**src/rtl/environment_row_reader.sv**
```systemverilog
// Read side of the 16x16 Game of Life environment.
// Snapshots one generation on request, streams it out row by row over a
// valid/ready handshake, and reports the frame's live-cell population with a
// single-cycle end-of-frame pulse.
module environment_row_reader #(
  parameter int GRID_W    = 16,
  parameter int GRID_H    = 16,
  parameter int ROW_IDX_W = 4,   // must equal clog2(GRID_H)
  parameter int POP_W     = 9    // must hold GRID_W*GRID_H
) (
  input  logic                       clk,
  input  logic                       rst,
  input  logic [GRID_W*GRID_H-1:0]   env_in,
  input  logic                       frame_req,
  output logic                       frame_busy,
  output logic                       row_valid,
  input  logic                       row_ready,
  output logic [GRID_W-1:0]          row_data,
  output logic [ROW_IDX_W-1:0]       row_idx,
  output logic                       row_last,
  output logic [POP_W-1:0]           pop_count,
  output logic                       frame_done
);

  localparam logic [1:0] ST_IDLE = 2'd0;
  localparam logic [1:0] ST_SEND = 2'd1;
  localparam logic [1:0] ST_DONE = 2'd2;

  localparam logic [ROW_IDX_W-1:0] LAST_ROW = ROW_IDX_W'(GRID_H - 1);

  logic [1:0]                 r_state;
  logic [GRID_W*GRID_H-1:0]   r_snap;   // frozen copy; env_in may change mid-frame
  logic [ROW_IDX_W-1:0]       r_row;
  logic [POP_W-1:0]           r_acc;    // population of rows transferred so far
  logic [POP_W-1:0]           r_pop;    // population of the last completed frame

  logic [GRID_W-1:0]          w_row;
  logic [POP_W-1:0]           w_row_pop;
  logic [POP_W-1:0]           w_acc_next;
  logic                       w_send;
  logic                       w_xfer;
  logic                       w_at_last;

  assign w_send     = (r_state == ST_SEND);
  assign w_xfer     = w_send && row_ready;
  assign w_at_last  = (r_row == LAST_ROW);
  assign w_row      = r_snap[int'(r_row)*GRID_W +: GRID_W];
  assign w_acc_next = r_acc + w_row_pop;

  // Count live cells of the row currently presented, at full POP_W width.
  always_comb begin
    // NOTE: every always_comb output gets a default first so no latch is inferred;
    // blocking '=' is correct here because the loop builds the sum step by step.
    w_row_pop = '0;
    for (int c = 0; c < GRID_W; c++) begin
      w_row_pop = w_row_pop + POP_W'(w_row[c]);
    end
  end

  // Frame sequencing: snapshot on request, advance on each transfer, publish
  // the population when the last row leaves.
  always_ff @(posedge clk) begin
    // NOTE: state uses non-blocking '<=' so every register samples pre-edge values.
    if (rst) begin
      r_state <= ST_IDLE;
      r_snap  <= '0;
      r_row   <= '0;
      r_acc   <= '0;
      r_pop   <= '0;
    end else begin
      case (r_state)
        ST_IDLE: begin
          if (frame_req) begin
            r_snap  <= env_in;
            r_row   <= '0;
            r_acc   <= '0;
            r_state <= ST_SEND;
          end
        end
        ST_SEND: begin
          if (w_xfer) begin
            r_acc <= w_acc_next;
            if (w_at_last) begin
              r_pop   <= w_acc_next;
              r_row   <= '0;
              r_state <= ST_DONE;
            end else begin
              r_row <= r_row + 1'b1;
            end
          end
        end
        ST_DONE: begin
          r_state <= ST_IDLE;
        end
        default: begin
          r_state <= ST_IDLE;
        end
      endcase
    end
  end

  // Outputs are decoded straight from registered state; row fields read as
  // zero whenever no row is offered.
  assign frame_busy = (r_state != ST_IDLE);
  assign row_valid  = w_send;
  assign row_data   = w_send ? w_row : '0;
  assign row_idx    = r_row;
  assign row_last   = w_send && w_at_last;
  assign pop_count  = r_pop;
  assign frame_done = (r_state == ST_DONE);

endmodule

```
**config.mk**
```make
export PLATFORM = sky130hd
export DESIGN_NAME = environment_row_reader
export DESIGN_NICKNAME = d
export VERILOG_FILES = /design/src/rtl/environment_row_reader.sv
export SDC_FILE = /design/constraint.sdc
export NUM_CORES = 1
export LEC_CHECK = 0
export ABC_AREA = 1
export BUFFER_PORTS_ARGS = -buffer_cell sky130_fd_sc_hd__buf_2
export CAP_MARGIN = 20
export CORE_MARGIN = 3
export CORE_UTILIZATION = 56
export CTS_BUF_LIST = sky130_fd_sc_hd__clkbuf_8
export DETAILED_ROUTE_END_ITERATION = 8
export GPL_TIMING_DRIVEN = 1
export MAX_ROUTING_LAYER = met4
export PLACE_DENSITY_LB_ADDON = 0.1
export SLEW_MARGIN = 10
export SYNTH_ARGS = -nofsm -noshare
export SYNTH_HDL_FRONTEND = slang
export SYNTH_SLANG_ARGS = --single-unit
```
**constraint.sdc**
```tcl
create_clock -name clk -period 6.1 [get_ports clk]
set_clock_uncertainty 0.1 [all_clocks]
set_input_delay 0.915 -clock clk [delete_from_list [all_inputs] [get_ports clk]]
set_output_delay 0.915 -clock clk [all_outputs]
set_load 0.02 [all_outputs]
```
==> qor.json <==
{
  "outcome": "complete, no violations",
  "ctsLongestPathBuffers": 3,
  "start_kind": "flop",
  "gp_routability_congestion": 0.950,
  "post_cts_resized": 0,
  "yosysWarningCount": 0,
  "drive_above_1_share_pct": 18.5,
  "synth_ff_type": "dfxtp_1",
  "grt_pass1_wl_um": 60600,
  "die_span_x_um": 157,
  "post_synth_inst_count": 1860,
  "dp_hpwl_um": 27900,
  "max_cap_viol_count": 0,
  "endpoint_kind": "flop",
  "crit_required_ns": 6.45,
  "die_h_um": 157,
  "setup_slack_ns": 0.724,
  "cts_num_sinks": 280,
  "post-place-cells": 2306,
  "synth.net_count": 2141,
  "groute.usage.overall_pct": 31.6,
  "timing.slew.headroom_pct": 39.8,
  "synthDistinctLibCells": 29,
  "avgViaCountPerCell": 5.44,
  "clock_latency_late_sink_ns": 0.55,
  "cts_made_buffers": 45,
  "final_cells": 2387,
  "cp_slowest_cell": "buf_4",
  "port_buffer_count": 292,
  "globalRoute.totalOverflow": 0,
  "slew_violations": 0,
  "die_area_um2": 24700,
  "drc": 0,
  "area_inside_the_core_boundary_um2": 22200,
  "detail_route.wl_per_cell_um": 16.6,
  "dpl-instance-area_um2": 14100,
  "flow.area_growth_from_synthesis_pct": 17.6,
  "floorplan.initialDensity_pct": 57.8,
  "synth.ff_latch_count": 280,
  "timing_worst_slew_pin_value_ns": 0.903,
  "floorplan.rows": 54,
  "number_of_endpoints_with_negative_hold_slack_in_the_final_report": 0,
  "tritoncts": "yes",
  "first_global_vias": 11600,
  "power.density_cell_area_nw_per_um2": 324,
  "synth_edf_count": 0,
  "final_nets": 2355,
  "dr.pass1.iters": 6,
  "timing.final.setup_violations": 0,
  "detailedRoute.firstIterationViolations": 1240,
  "worst_ir_drop_vdd_mv": 0.163,
  "syn-mean-instance-area_um2": 6.89,
  "totalNegativeSetupSlack_ns": 0,
  "cts-hold-fix-buffers": 0,
  "preCtsSetupSlack_ns": 0.731,
  "totalWireLength_um": 39600,
  "worst_path_largest_cell_delay_ns": 0.61,
  "min_from": "r_snap[154]$_SDFFE_PP0P_",
  "worstReg2RegStart": "row_idx[0]$_SDFFE_PP0P_",
  "post-route-period-util_pct": 88.1,
  "top_level_ports": 293,
  "timing.critical_path.arrival_ns": 5.73,
  "final_total_power_mw": 4.89,
  "syn-cell-area_um2": 12800,
  "postLayoutCoreUtil_pct": 68.0,
  "post-cts-setup-buffer-count": 0,
  "synth-async-reset-ratio_pct": 0,
  "finalInstanceArea_um2": 15100,
  "cts-htree-levels": 2,
  "period_minus_slack_ns": 5.38,
  "cts.reportedPaths.clkPinSlew_ns": 0.06,
  "antenna_violating_nets_post_route": 0,
  "critPathBufInv": 8,
  "timing.critical_path.mode_cell": "inv_1",
  "num_vias": 13000,
  "crit_type": "flop to flop",
  "grt_start_max_net_pins": 166,
  "sequential_share_of_the_synthesized_area_pct": 43.7,
  "cts_root_buf": "clkbuf_8",
  "antenna_found_initial": 1,
  "worst_path_maximum_fanout": 82,
  "critPathLaunch": "row_idx[0]$_SDFFE_PP0P_",
  "crit_family": "adder cells",
  "unrepaired_setup_endpoints_after_global_routing": "no",
  "hold_class": "flop to flop",
  "holdWs_ns": 0.354,
  "max_freq_mhz": 186,
  "cellLeakagePower_nw": 6.78
}
==> flip-flops by register name, indices dropped and copies added, names as in the netlist <==
name,flops
pop_count,9
r_acc,9
r_snap,256
r_state,2
row_idx,4
==> worst min-delay path, delay by kind of cell, from the launching register on <==
family                 cells  cell delay [ns]
DFF                        1             0.30
buffers and inverters      1             0.06
AOI/OAI and AO/OA          1             0.05
==> cell families after synthesis <==
group,synth area share [%]
AOI/OAI and AO/OA,16.9
DFF,43.7
xor gates and xnor gates,0.205
adders and majority gates,2.75
buffers and inverters,7.82
and+or+nand+nor,28.5
==> layout make-up <==
type / instances / area, um2
diodes: 1 / 2.50
clock inverters: 19 / 104
inverters: 83 / 322
well taps: 280 / 350
fillers: 2027 / 7090
repair buffers: 310 / 1640
flip-flops and latches: 280 / 5610
multi-input cells: 1354 / 6210
clock buffers: 60 / 826
==> power breakdown <==
group	leakage, nW	internal (mW)	switching (mW)
logic	3.93	0.438	0.729
clock network	0.539	0.916	0.727
registers	2.32	1.99	0.0903
total	6.78	3.34	1.55
==> cell usage in the layout, fill, tap and decap left out, drive strengths merged <==
cell / count
ha: 9
a21oi: 79
or2: 1
clkinv: 2
diode: 1
xnor2: 1
buf: 310
dfxtp: 280
nor2: 545
a211oi: 2
fa: 12
clkbuf: 60
nand3: 161
nand3b: 3
o21ai: 323
nand2: 194
nor3: 2
o211ai: 18
inv: 99
nand4: 1
xor2: 2
bufinv: 1
a21o: 1
==> synthesized netlist by cell type (2+ instances only) <==
cell      instances  area (um2)
buf_6             4        45.0
o211ai_1         18         135
buf_4             9        67.6
clkbuf_1         52         195
a21oi_1          79         395
xor2_1            2        17.5
buf_2            72         360
nand3b_1          3        22.5
o21ai_1          30         150
nand3_1         160         801
buf_1             6        22.5
ha_1              9         113
inv_1            76         285
nor2_4            2        22.5
o21ai_0         293        1470
inv_2             6        22.5
a211oi_1          2        15.0
nand2_1         193         724
fa_1             12         240
nor2_1          543        2040
dfxtp_1         280        5610
nor3_2            2        20.0
==> layer usage <==
| metal | part of all wire (%) | GRT usage [%] |
|---|---|---|
| met3 | 8.2 | 4.07 |
| met1 | 44 | 44.6 |
| met4 | 2.6 | 9.79 |
| met5 | 0 | - |
| met2 | 45 | 47.4 |
==> worst paths after layout <==
path	end	slack (ns)	depth (start not counted)
max reg2reg	pop_count[6]$_SDFFE_PP0P_	0.72	27
max	pop_count[6]$_SDFFE_PP0P_	0.72	27
min reg2reg	r_snap[154]$_SDFFE_PP0P_	0.35	2
min	r_snap[154]$_SDFFE_PP0P_	0.35	2
(Power assumes the default switching activity.)
